### src/rtl/des_region_scheduler.sv
// Region scheduler: walks a region range, dispatches regions to des_block workers and sums their counters.
// Optional job cycle counter enabled by defining DES_SCHED_CYCLE_COUNT_EN.

module des_region_scheduler #(
  parameter int NUM_BLOCKS = 4
) (
  input  logic                     clk,
  input  logic                     rst,
  input  logic                     cmd_start,
  input  logic                     cmd_abort,
  input  logic [15:0]              region_first,
  input  logic [15:0]              region_last,
  input  logic [NUM_BLOCKS-1:0]    blk_done,
  input  logic [48*NUM_BLOCKS-1:0] blk_counter,
  output logic [NUM_BLOCKS-1:0]    blk_start,
  output logic [NUM_BLOCKS-1:0]    blk_restart,
  output logic [16*NUM_BLOCKS-1:0] blk_region,
  output logic                     busy,
  output logic                     done,
  output logic                     aborted,
  output logic [63:0]              total,
  output logic [16:0]              regions_completed,
  output logic [31:0]              job_cycles
);

  localparam int IW = (NUM_BLOCKS > 1) ? $clog2(NUM_BLOCKS) : 1;

  typedef enum logic [1:0] {S_IDLE, S_RUN, S_DRAIN, S_DONE} state_t;

  state_t                  state, state_d;
  logic [NUM_BLOCKS-1:0]   busy_vec, busy_d;
  logic [NUM_BLOCKS-1:0]   pend, pend_d;
  logic [NUM_BLOCKS-1:0]   cand, coll_oh, disp_oh;
  logic [2*NUM_BLOCKS-1:0] cand_dbl;
  logic [16:0]             next_region, next_region_d, next_inc;
  logic [15:0]             last_q, last_d;
  logic [IW-1:0]           rr_last, rr_last_d, rr_next, coll_sel;
  logic [IW:0]             coll_sum;
  logic                    coll_found;
  logic [47:0]             coll_count;
  logic [63:0]             total_d;
  logic [16:0]             completed_d;
  logic                    aborted_d;
  logic                    running;

  // A worker restarted last cycle may still show done, so it is not a candidate again.
  assign cand     = busy_vec & blk_done & ~pend;
  assign cand_dbl = {cand, cand} >> rr_next;
  assign next_inc = next_region + 17'd1;
  assign rr_next  = (rr_last == IW'(NUM_BLOCKS - 1)) ? '0 : rr_last + 1'b1;
  assign running  = (state == S_RUN) || (state == S_DRAIN);
  assign busy     = running;
  assign done     = (state == S_DONE);

  always_comb begin
    coll_found = 1'b0;
    coll_sum   = '0;
    coll_oh    = '0;
    disp_oh    = '0;
    coll_count = '0;
    for (int p = 0; p < NUM_BLOCKS; p++) begin
      if (!coll_found && cand_dbl[p]) begin
        coll_found = 1'b1;
        coll_sum   = {1'b0, rr_next} + (IW+1)'(p);
      end
    end
    if (coll_sum >= (IW+1)'(NUM_BLOCKS)) begin
      coll_sum = coll_sum - (IW+1)'(NUM_BLOCKS);
    end
    for (int j = 0; j < NUM_BLOCKS; j++) begin
      coll_oh[j] = coll_found && (coll_sum == (IW+1)'(j));
      if (coll_oh[j]) begin
        coll_count = blk_counter[48*j +: 48];
      end
      if (disp_oh == '0 && !busy_vec[j]) begin
        disp_oh[j] = 1'b1;
      end
    end
    coll_sel = coll_sum[IW-1:0];
  end

  always_comb begin
    state_d       = state;
    busy_d        = busy_vec & ~pend;
    pend_d        = '0;
    next_region_d = next_region;
    last_d        = last_q;
    rr_last_d     = rr_last;
    total_d       = total;
    completed_d   = regions_completed;
    aborted_d     = aborted;
    blk_start     = '0;
    blk_restart   = '0;
    case (state)
      S_IDLE, S_DONE: begin
        if (cmd_start) begin
          total_d       = '0;
          completed_d   = '0;
          aborted_d     = 1'b0;
          next_region_d = {1'b0, region_first};
          last_d        = region_last;
          state_d       = (region_first > region_last) ? S_DONE : S_RUN;
        end
      end
      S_RUN, S_DRAIN: begin
        if (cmd_abort) begin
          blk_restart = busy_vec;
          busy_d      = '0;
          aborted_d   = 1'b1;
          state_d     = S_IDLE;
        end else begin
          if (coll_found) begin
            blk_restart = coll_oh;
            pend_d      = coll_oh;
            total_d     = total + {16'd0, coll_count};
            completed_d = regions_completed + 17'd1;
            rr_last_d   = coll_sel;
          end
          if (state == S_RUN && disp_oh != '0) begin
            blk_start     = disp_oh;
            busy_d        = busy_d | disp_oh;
            next_region_d = next_inc;
            if (next_inc > {1'b0, last_q}) begin
              state_d = S_DRAIN;
            end
          end
          if (state == S_DRAIN && busy_vec == '0) begin
            state_d = S_DONE;
          end
        end
      end
      default: state_d = S_IDLE;
    endcase
    // Workers are held cleared for as long as reset is asserted.
    if (rst) begin
      blk_start   = '0;
      blk_restart = '1;
    end
  end

  // Idle workers always hold the region they would receive, so it is valid in the start cycle.
  always_ff @(posedge clk) begin
    if (rst) begin
      state             <= S_IDLE;
      busy_vec          <= '0;
      pend              <= '0;
      next_region       <= '0;
      last_q            <= '0;
      rr_last           <= IW'(NUM_BLOCKS - 1);
      total             <= '0;
      regions_completed <= '0;
      aborted           <= 1'b0;
      blk_region        <= '0;
    end else begin
      state             <= state_d;
      busy_vec          <= busy_d;
      pend              <= pend_d;
      next_region       <= next_region_d;
      last_q            <= last_d;
      rr_last           <= rr_last_d;
      total             <= total_d;
      regions_completed <= completed_d;
      aborted           <= aborted_d;
      for (int i = 0; i < NUM_BLOCKS; i++) begin
        if (!busy_d[i]) begin
          blk_region[16*i +: 16] <= next_region_d[15:0];
        end
      end
    end
  end

`ifdef DES_SCHED_CYCLE_COUNT_EN
  always_ff @(posedge clk) begin
    if (rst) begin
      job_cycles <= '0;
    end else if (cmd_start && !running) begin
      job_cycles <= '0;
    end else if (running && job_cycles != 32'hFFFF_FFFF) begin
      job_cycles <= job_cycles + 32'd1;
    end
  end
`else
  assign job_cycles = '0;
`endif

endmodule

### config.mk
export PLATFORM = sky130hd
export DESIGN_NAME = des_region_scheduler
export DESIGN_NICKNAME = d
export VERILOG_FILES = /design/src/rtl/des_region_scheduler.sv
export SDC_FILE = /design/constraint.sdc
export NUM_CORES = 1
export LEC_CHECK = 0
export CAP_MARGIN = 20
export CORE_UTILIZATION = 47
export CTS_CLUSTER_DIAMETER = 150
export CTS_CLUSTER_SIZE = 16
export DETAILED_ROUTE_END_ITERATION = 8
export PLACE_DENSITY = 0.82
export SYNTH_ARGS = -nofsm -noshare
export SYNTH_HDL_FRONTEND = slang
export SYNTH_SLANG_ARGS = --single-unit
### constraint.sdc
create_clock -name clk -period 6.15 [get_ports clk]
set_input_delay 1.23 -clock clk [delete_from_list [all_inputs] [get_ports clk]]
set_output_delay 1.23 -clock clk [all_outputs]
set_load 0.05 [all_outputs]
## Yosys cells after proc, flatten, opt, wreduce, memory -nomap -nowiden

Index checks and enable logic that the tools add are counted.

- Bitwise logic cells: 7
- $lt $le $gt $ge: 3
- $add $sub $neg: 8
- Reductions and logical operators: 34
- Shifts and indexed selects: 1
- Eq/ne operators: 14
- Mux-type cells: 51

Operators by type and width:

| kind | number |
|---|---|
| $mux 48 | 4 |
| $mux 64 | 3 |
| $pmux 64 s2 | 1 |
| $mux 17 | 6 |
| $pmux 17 s2 | 2 |
| $add 64x48->64 | 1 |
| $mux 4 | 11 |
| $add 17x1->17 const B | 2 |
| $gt 17x16->1 | 1 |
| $gt 16x16->1 | 1 |
| $mux 2 | 8 |
| $and 4x4->4 | 3 |
| $logic_and 1x1->1 | 12 |
| $mux 3 | 4 |
| $reduce_and 3->1 | 4 |
| $mux 1 | 10 |
| $ne 2x2->1 const B | 5 |
| $ne 4x4->1 const B | 2 |
| $shr 8x2->4 | 1 |
| $add 2x2->3 const B | 2 |
| $eq 2x2->1 const B | 3 |
| $eq 3x2->1 const B | 2 |
| $logic_not 1->1 | 6 |
| $logic_not 3->1 | 2 |
| other kinds (18) | 22 |

- Word-level logic and storage cells: 132
- Bits of input ports: 232
- Register bits after elaboration: 191

## Longest topological paths before layout

Gate-level depths: netlist of run 1.

- Depth in word-level cells: 25
- Mapped depth: 22
- Mapped depth without buffers: 19

## Worst setup path after synthesis of run 1

OpenSTA, ideal clock, no wires.

- Kind: input -> register
- Start: input blk_done[3]
- End: register total[60]
- Stages: 18
- Arrival time: 5.351 ns
- Data required time: 6.080 ns
- Slack: 0.728 ns
- Path buffers: 3
- Path through: and3b_1 > or4_1 > clkbuf_1 > clkbuf_1 > and3_1 > a211oi_1 > a31oi_1 > ha_1 > buf_2 > nand4_1 > or4_1 > or4_1 > o32ai_1 > a21oi_2 > o21ai_4 > a211oi_2 > or4_1 > a21oi_1

- Longest elaborated chain between the ends: 25

Ends and longest elaborated chain:

| what | RTL line | text |
|---|---|---|
| start, declared | 13 | `input logic [NUM_BLOCKS-1:0] blk_done,` |
| $and 4x4->4 (*) (2 in a row) | 47 | `assign cand = busy_vec & blk_done & ~pend;` |
| $shr 8x2->4 (*) | 48 | `assign cand_dbl = {cand, cand} >> rr_next;` |
| $mux 1 | 62 | `if (!coll_found && cand_dbl[p]) begin` |
| $logic_not 1->1 | 62 |  |
| $logic_and 1x1->1 | 62 |  |
| $mux 1 | 62 |  |
| $logic_not 1->1 | 62 |  |
| $logic_and 1x1->1 | 62 |  |
| [... 5 more ...] | - |  |
| $mux 3 | 67 | `if (coll_sum >= (IW+1)'(NUM_BLOCKS)) begin` |
| $logic_not 3->1 | 71 | `coll_oh[j] = coll_found && (coll_sum == (IW+1)'(j));` |
| $logic_and 1x1->1 | 71 |  |
| $mux 48 (4 in a row) | 72 | `if (coll_oh[j]) begin` |
| $add 64x48->64 | 115 | `total_d = total + {16'd0, coll_count};` |
| $mux 64 | 112 | `if (coll_found) begin` |
| $mux 64 | 106 | `if (cmd_abort) begin` |
| $pmux 64 s2 | 94 | `case (state)` |
| end signal, assigned | 161 | `total <= total_d;` |
| end, declared | 21 | `output logic [63:0] total,` |

Mark *: on every way between the ends. The rest lies on a longest branch, timed or not. The select of a mux whose other input is x is not followed.
A chain may end at the register's enable or synchronous reset.

## Worst setup path in the final report of run 1

Same ends and word-level chain as after synthesis.

==> reports/results.ini, run 1 <==
[outcome]
status = completed

[detailed_routing]
viasPerCell = 5.93
drc = 0
num_vias = 14200
avgRoutedWirePerCell_um = 20.2
ant_nets = 0
dr.pass1.iters = 5
routed_wl_um = 48300
drt_iter0_markers = 1096

[power]
switching_share_pct = 41.6
p_total_mw = 4.57
switching_power_mw = 1.90
p_int_mw = 2.67
p_leak_nw = 7.64
seqPwrFrac_pct = 32.9
power_density_nw_per_um2 = 254
power_frac_clock_pct = 27.0
irDropWorstVdd_mv = 0.284
pwr-share-comb_pct = 40.1

[critical_path]
worstReg2RegEnd = total[60]
ff2ff_setup_slack_ps = 1090
end_kind = flop
cp_common_cell = or4_1
start_kind = input pin
path_delay_family = simple AND/OR/NAND/NOR gates
required_ps = 6530
cp_slowest_stage_delay_ps = 740
cp.depth = 17
cp_cell_sequence = clkdlybuf4s50_1 -> and3b_1 -> or4_2 -> buf_12 -> and3_1 -> a211oi_1 -> a31oi_1 -> ha_1 -> nand4_1 -> or4_1 -> or4_1 -> o32ai_1 -> a21oi_2 -> o21ai_4 -> a211oi_2 -> or4_1 -> a21oi_1
r2r_cells = 16
setup.worst_path.class = input pin to flop
crit_buf_inv = 2
arrival_ps = 6190
cp_slowest_cell = or4_2
cp_max_fo = 48
regToRegStartpoint = busy_vec[2]

[layout]
area_delta_synth_final_pct = 40.2
fin_cells = 2388
fill_cells = 2261
antennaDiodeCount = 0
finalNetCount = 2367
drive_above_1_share_pct = 6.64

[placement]
dp.cells = 2355
dp_hpwl_um = 37600
gp_congestion = 0.973
placement.io_buffers = 387

[min_path]
hold_class = flop to flop
holdCritStartpoint = last_q[14]
min_to = last_q[14]
holdPathStages = 2

[sta]
grt_setup_unrepaired = false
setup_tns_ps = 0
fin_crit_sh_pct = 94.4
hold-worst-slack_ps = 457
max-slew-margin-rel_pct = 30.5
hold_viol = 0
worst_slew_pin_slew_ps = 1030
finalCriticalPeriod_ps = 5810
skew_ps = 20.5
slew_violations = 0
fmax_ghz = 0.172
setup_violations = 0

[synth]
yosysUniqueCellTypes = 66
netlist_area_sq_um = 12800
ys_ff_latch = 191
synth_compound_gate_area_share_pct = 26.6
yosys.area.top_type = dfxtp_1
synth_edf_count = 0
synth_top_family_by_area = compound AO/OA/AOI/OAI gates
synth.area.top_cells = dfxtp_1, ha_1, nand2_1, a21oi_1, o22a_1
postSynthAreaPerCell_sq_um = 7.78
yosys.area_share.simple_pct = 21.4
synth_cells = 1652
async_reset_ff_share_pct = 0
ys.flop_type = dfxtp_1
yosysTopAreaCellShare_pct = 29.8
synth_fa_ha_area_share_pct = 9.89
yosysMostFrequentCell = dfxtp_1
synth.area.mux_share_pct = 0.243
yosysSeqAreaShare_pct = 29.8
synth_top_cells_by_count = dfxtp_1, nand2_1, a21oi_1
synth_xor_area_share_pct = 5.45
yosys_warnings = 0

[floorplan]
core_region_area_sq_um = 26900
dieHeight_um = 167
die_area_sq_um = 28000
rows = 60
ios = 420
fp.dieW_um = 167
initial_utilization_pct = 47.8

[grt]
grt_usage_pct = 33.6
antenna_found_initial = 0
grt_overflow = 0
grt_pass1_vias = 13700
grt_max_degree = 73
grt_pass1_wl_um = 74900

[cts]
h-tree-depth = 4
cts_inserted_buffers = 17
cts_tree = built
clock_latency_ps = 460
ctsResizeCount = 0
clk_pin_slew_ps = 90
clock_path_buffers = 2
cts_hold_buffers = 0
cts-root-buf = clkbuf_16
cts_setup_buffers = 0
clock_sinks = 191

[run]
maxCapViolCount = 0

-- cells by family (layout without fill, tap and decap cells) --
kind of cell,count (synthesis),in the layout
xor gates and xnor gates,80,80
DFF,191,191
muxes,3,3
and+or+nand+nor,579,579
buffers and inverters,194,558
AOI/OAI and AO/OA,503,503
other,1,32
adders and majority gates,101,101
-- layout by cell type, fill, tap and decap left out, types with 6 or more instances in the layout --
| master | n |
|---|---|
| clkdlybuf4s50_1 | 386 |
| dfxtp_1 | 191 |
| nand2_1 | 190 |
| a21oi_1 | 133 |
| nor2_1 | 117 |
| ha_1 | 100 |
| nand3_1 | 90 |
| buf_4 | 75 |
| and3_1 | 70 |
| inv_1 | 58 |
| a211oi_1 | 58 |
| a31oi_1 | 58 |
| o22a_1 | 52 |
| o21ai_0 | 48 |
| xnor2_1 | 46 |
| a21o_1 | 36 |
| xor2_1 | 34 |
| conb_1 | 32 |
| a22o_1 | 23 |
| nor3_1 | 21 |
| nand4_1 | 20 |
| a22oi_1 | 17 |
| clkbuf_16 | 17 |
| nor2b_1 | 9 |
| nor4_1 | 9 |
| o21bai_1 | 9 |
| o211ai_1 | 8 |
| and2_1 | 8 |
| or3_1 | 8 |
| or4_1 | 8 |
| a221oi_1 | 7 |
| o21a_1 | 7 |
| nand2b_1 | 7 |
| clkinv_8 | 7 |
| or2_2 | 6 |
-- registers in the layout, summed over array words and instances (netlist names) --
name / count
rr_last: 2
total: 64
regions_completed: 17
aborted: 1
busy_vec: 4
last_q: 16
pend: 4
state: 2
next_region: 17
blk_region: 64
-- layer usage --
| layer | GRT usage [%] | vias up | wire, um |
|---|---|---|---|
| met4 | 14.4 | 0 | 1820 |
| met3 | 7.52 | 93 | 3920 |
| met1 | 39.2 | 6719 | 19000 |
| li1 | - | 6730 | - |
| met5 | 0 | - | 0 |
| met2 | 58.9 | 623 | 23600 |
-- cell type report --
class                      count  area [sq um]  share of cell area, %
clock buffer                  17           425                   2.36
clock inverter                15           238                   1.32
inverter                      58           218                   1.21
multi-input combinational   1298          8320                   46.2
sequential                   191          3820                   21.2
tap                          341           427                   2.37
timing repair buffer         468          4560                   25.3
-- tightest hold or removal path, cell delays in order, from the launching register on --
cell,delay (ps)
dfxtp_1,320
nand2_1,50
a21oi_1,50
-- power groups by stage --
stage	Combinational [mW]	Sequential (mW)	Clock (mW)
final	1.83	1.50	1.23
after global routing	1.95	1.52	1.29
after CTS	1.81	1.50	1.25
after detailed placement	1.80	1.53	0
after global placement	1.78	1.52	0
after floorplan	0.758	1.89	0
-- worst max path at each step --
stage,start,end
after floorplan,blk_done[3],total[60]
after global placement,blk_done[3],total[60]
after detailed placement,blk_done[3],total[60]
after CTS,blk_done[3],total[60]
after global routing,blk_done[0],total[32]
final,blk_done[3],total[60]
-- stage by stage --
| step | instance area [sq um] | setup WS, ps | utilization [%] |
|---|---|---|---|
| after floorplan | 13000 | 728 | - |
| after global routing | 18000 | 96.9 | 67.0 |
| after detailed placement | 17300 | -89.3 | 64.4 |
| after global placement | 17300 | 37.2 | 64.4 |
| final | 18000 | 342 | 67.0 |
| after CTS | 18000 | 370 | 66.9 |
Note: power is estimated with default switching activity, not from simulation.
==> run 2, diff against run 1 <==
--- a/config.mk
+++ b/config.mk
@@ -11,6 +11,7 @@
 export CTS_CLUSTER_SIZE = 16
 export DETAILED_ROUTE_END_ITERATION = 8
 export PLACE_DENSITY = 0.82
+export SETUP_SLACK_MARGIN = 0.2
 export SYNTH_ARGS = -nofsm -noshare
 export SYNTH_HDL_FRONTEND = slang
 export SYNTH_SLANG_ARGS = --single-unit
==> run 2 against run 1 <==
Effect of this change:
- final area up 0.26%
- non-clock buffer count rose by 1
- via count grew 0.73%
- combinational power about the same
- worst hold slack got worse by 0.78 ps
- register-to-register slack worse by 30 ps
- cell count hardly changed
- clock power is essentially flat
- core utilization grew 0.18 points
- sequential power about the same
- die area did not move
- clock-buffer cell count is the same
- critical path type is now input pin to output port
- critical endpoint is now blk_restart[0]
- largest cell class unchanged
- largest power group unchanged
==> reports/results.ini, run 2 (synthesis gave the netlist of run 1 again) <==
[cts]
cts_hold_buffers = 0  ; unchanged
h-tree-depth = 4  ; unchanged
clock_latency_ps = 460  ; about the same
clock_sinks = 191  ; unchanged
cts-root-buf = clkbuf_16
clk_pin_slew_ps = 90  ; about the same
ctsResizeCount = 0  ; unchanged
cts_setup_buffers = 0  ; unchanged
cts_inserted_buffers = 17  ; unchanged
cts_tree = built
clock_path_buffers = 2  ; unchanged

[detailed_routing]
avgRoutedWirePerCell_um = 20.6  ; +1.6%
highest_layer = met4
met1Wirelength_um = 19400  ; +1.7%
viasPerCell = 5.97  ; +0.65%
routed_wl_um = 49100  ; +1.6%
met2_length_um = 23900  ; +1.3%
drc = 0  ; unchanged
wl_met3_um = 4060  ; +3.4%
ant_nets = 0  ; unchanged
num_vias = 14300  ; +0.73%
drt_iter0_markers = 1330  ; +21%
dr.pass1.iters = 5  ; unchanged

[placement]
dp_slack_ps = -89.3  ; unchanged
placed_cell_area_sq_um = 17300  ; unchanged
placement.io_buffers = 387  ; unchanged
dp_hpwl_um = 37600  ; unchanged
gp_congestion = 0.973  ; unchanged

[sta]
finalCriticalPeriod_ps = 5680  ; -129 ps
worst_slew_pin_slew_ps = 1020  ; -11.8 ps
fin_crit_sh_pct = 92.3  ; -2.1 points
fmax_ghz = 0.176  ; +2.3%
grt_setup_unrepaired = false
slew_violations = 0  ; unchanged
setup_violations = 0  ; unchanged
setup_tns_ps = 0  ; unchanged
hold_viol = 0  ; unchanged
skew_ps = 21.5  ; +0.976 ps
max-slew-margin-rel_pct = 31.3  ; +0.79 points
setup_ws_ps = 471  ; +129 ps

[critical_path]
arrival_ps = 4450  ; -1740 ps
required_ps = 4920  ; -1610 ps
cp_max_fo = 31  ; -35%
end_kind = output port
start_kind = input pin
setup.worst_path.class = input pin to output port

[layout]
area_delta_synth_final_pct = 40.5
drive_above_1_share_pct = 6.88  ; +0.24 points
antennaDiodeCount = 0  ; unchanged
final_cell_mix = clkdlybuf4s50_1, dfxtp_1, nand2_1, a21oi_1, nor2_1
final_util_pct = 67.2  ; +0.18 points
final_area_sq_um = 18100  ; +0.26%
reg.largest.list = blk_region: 64 flops, total: 64 flops
finalNetCount = 2369  ; +0.084%
final_common_cell = clkdlybuf4s50_1

[floorplan]
rows = 60  ; unchanged
fp.dieW_um = 167  ; unchanged
initial_utilization_pct = 47.8  ; unchanged
die_area_sq_um = 28000  ; unchanged
core_region_area_sq_um = 26900  ; unchanged
dieHeight_um = 167  ; unchanged
ios = 420  ; unchanged

[power]
switching_power_mw = 1.91  ; +0.23%
seqPwrFrac_pct = 32.9  ; about the same
pwr-share-comb_pct = 40.2  ; about the same
p_leak_nw = 7.66  ; +0.25%
irDropWorstVdd_mv = 0.283  ; about the same
p_int_mw = 2.67  ; +0.13%
switching_share_pct = 41.7  ; about the same
power_frac_clock_pct = 26.9  ; about the same
power_density_nw_per_um2 = 253  ; about the same

[grt]
grt_overflow = 0  ; unchanged
antenna_found_initial = 0  ; unchanged
grt_pass1_vias = 13700  ; unchanged
grt_max_degree = 73  ; unchanged
grt_pass1_wl_um = 74900  ; unchanged
grt_usage_pct = 33.6  ; unchanged

[run]
maxCapViolCount = 0  ; unchanged

[outcome]
status = completed

[min_path]
hold_class = flop to flop

## run 2: cell types whose count changed in the layout (fill, tap and decap cells not counted), sizes merged
cell    delta
clkbuf     +1
o21ai      +1
## run 2: cell type report
class,instances,area (sq um)
fill,2259,8820
multi-input combinational,1299,8340
timing repair buffer,469,4580
sequential,191,3820
tap,341,427
clock buffer,17,425
clock inverter,15,238
inverter,58,218
## run 2: path summary, 6_finish.rpt
kind / from / to / slack, ps / cells after the start
worst max-delay path: blk_done[0] / blk_restart[0] / 470 / 11
worst min-delay path: last_q[14] / last_q[14] / 460 / 2
worst max register to register: rr_last[0] / total[63] / 1060 / 19
worst min register to register: last_q[14] / last_q[14] / 460 / 2
## run 2: routing by layer
layer | track usage [%] | up-vias
li1 | - | 6741
met1 | 39.2 | 6745
met2 | 58.9 | 681
met3 | 7.52 | 102
met4 | 14.4 | 0
met5 | 0 | -
## run 2: stage by stage
step | cells | power [mW] | hold slack [ps]
6_report | 2390 | 4.58 | 456
5_1_grt | 2390 | 4.77 | 470
4_1_cts | 2387 | 4.56 | 458
3_5_place_dp | 2355 | 3.33 | 447
3_3_place_gp | 2355 | 3.30 | 443
2_1_floorplan | 1683 | 2.64 | 436
## run 2: power by group through the flow
stage	Clock (mW)	Sequential, mW	Combinational, mW
final	1.23	1.50	1.84
after global routing	1.29	1.52	1.95
after CTS	1.25	1.50	1.81
after detailed placement	0	1.53	1.80
after global placement	0	1.52	1.78
after floorplan	0	1.89	0.758
## run 2: worst max-delay path: stages
cell             delay, ps
clkdlybuf4s50_1        510
and3b_1                200
a21oi_1                 70
nor3_1                 200
o21ai_2                170
o21ai_4                240
buf_4                  400
nor3b_1                320
a21oi_1                 70
o21ai_0                170
clkdlybuf4s50_1        850
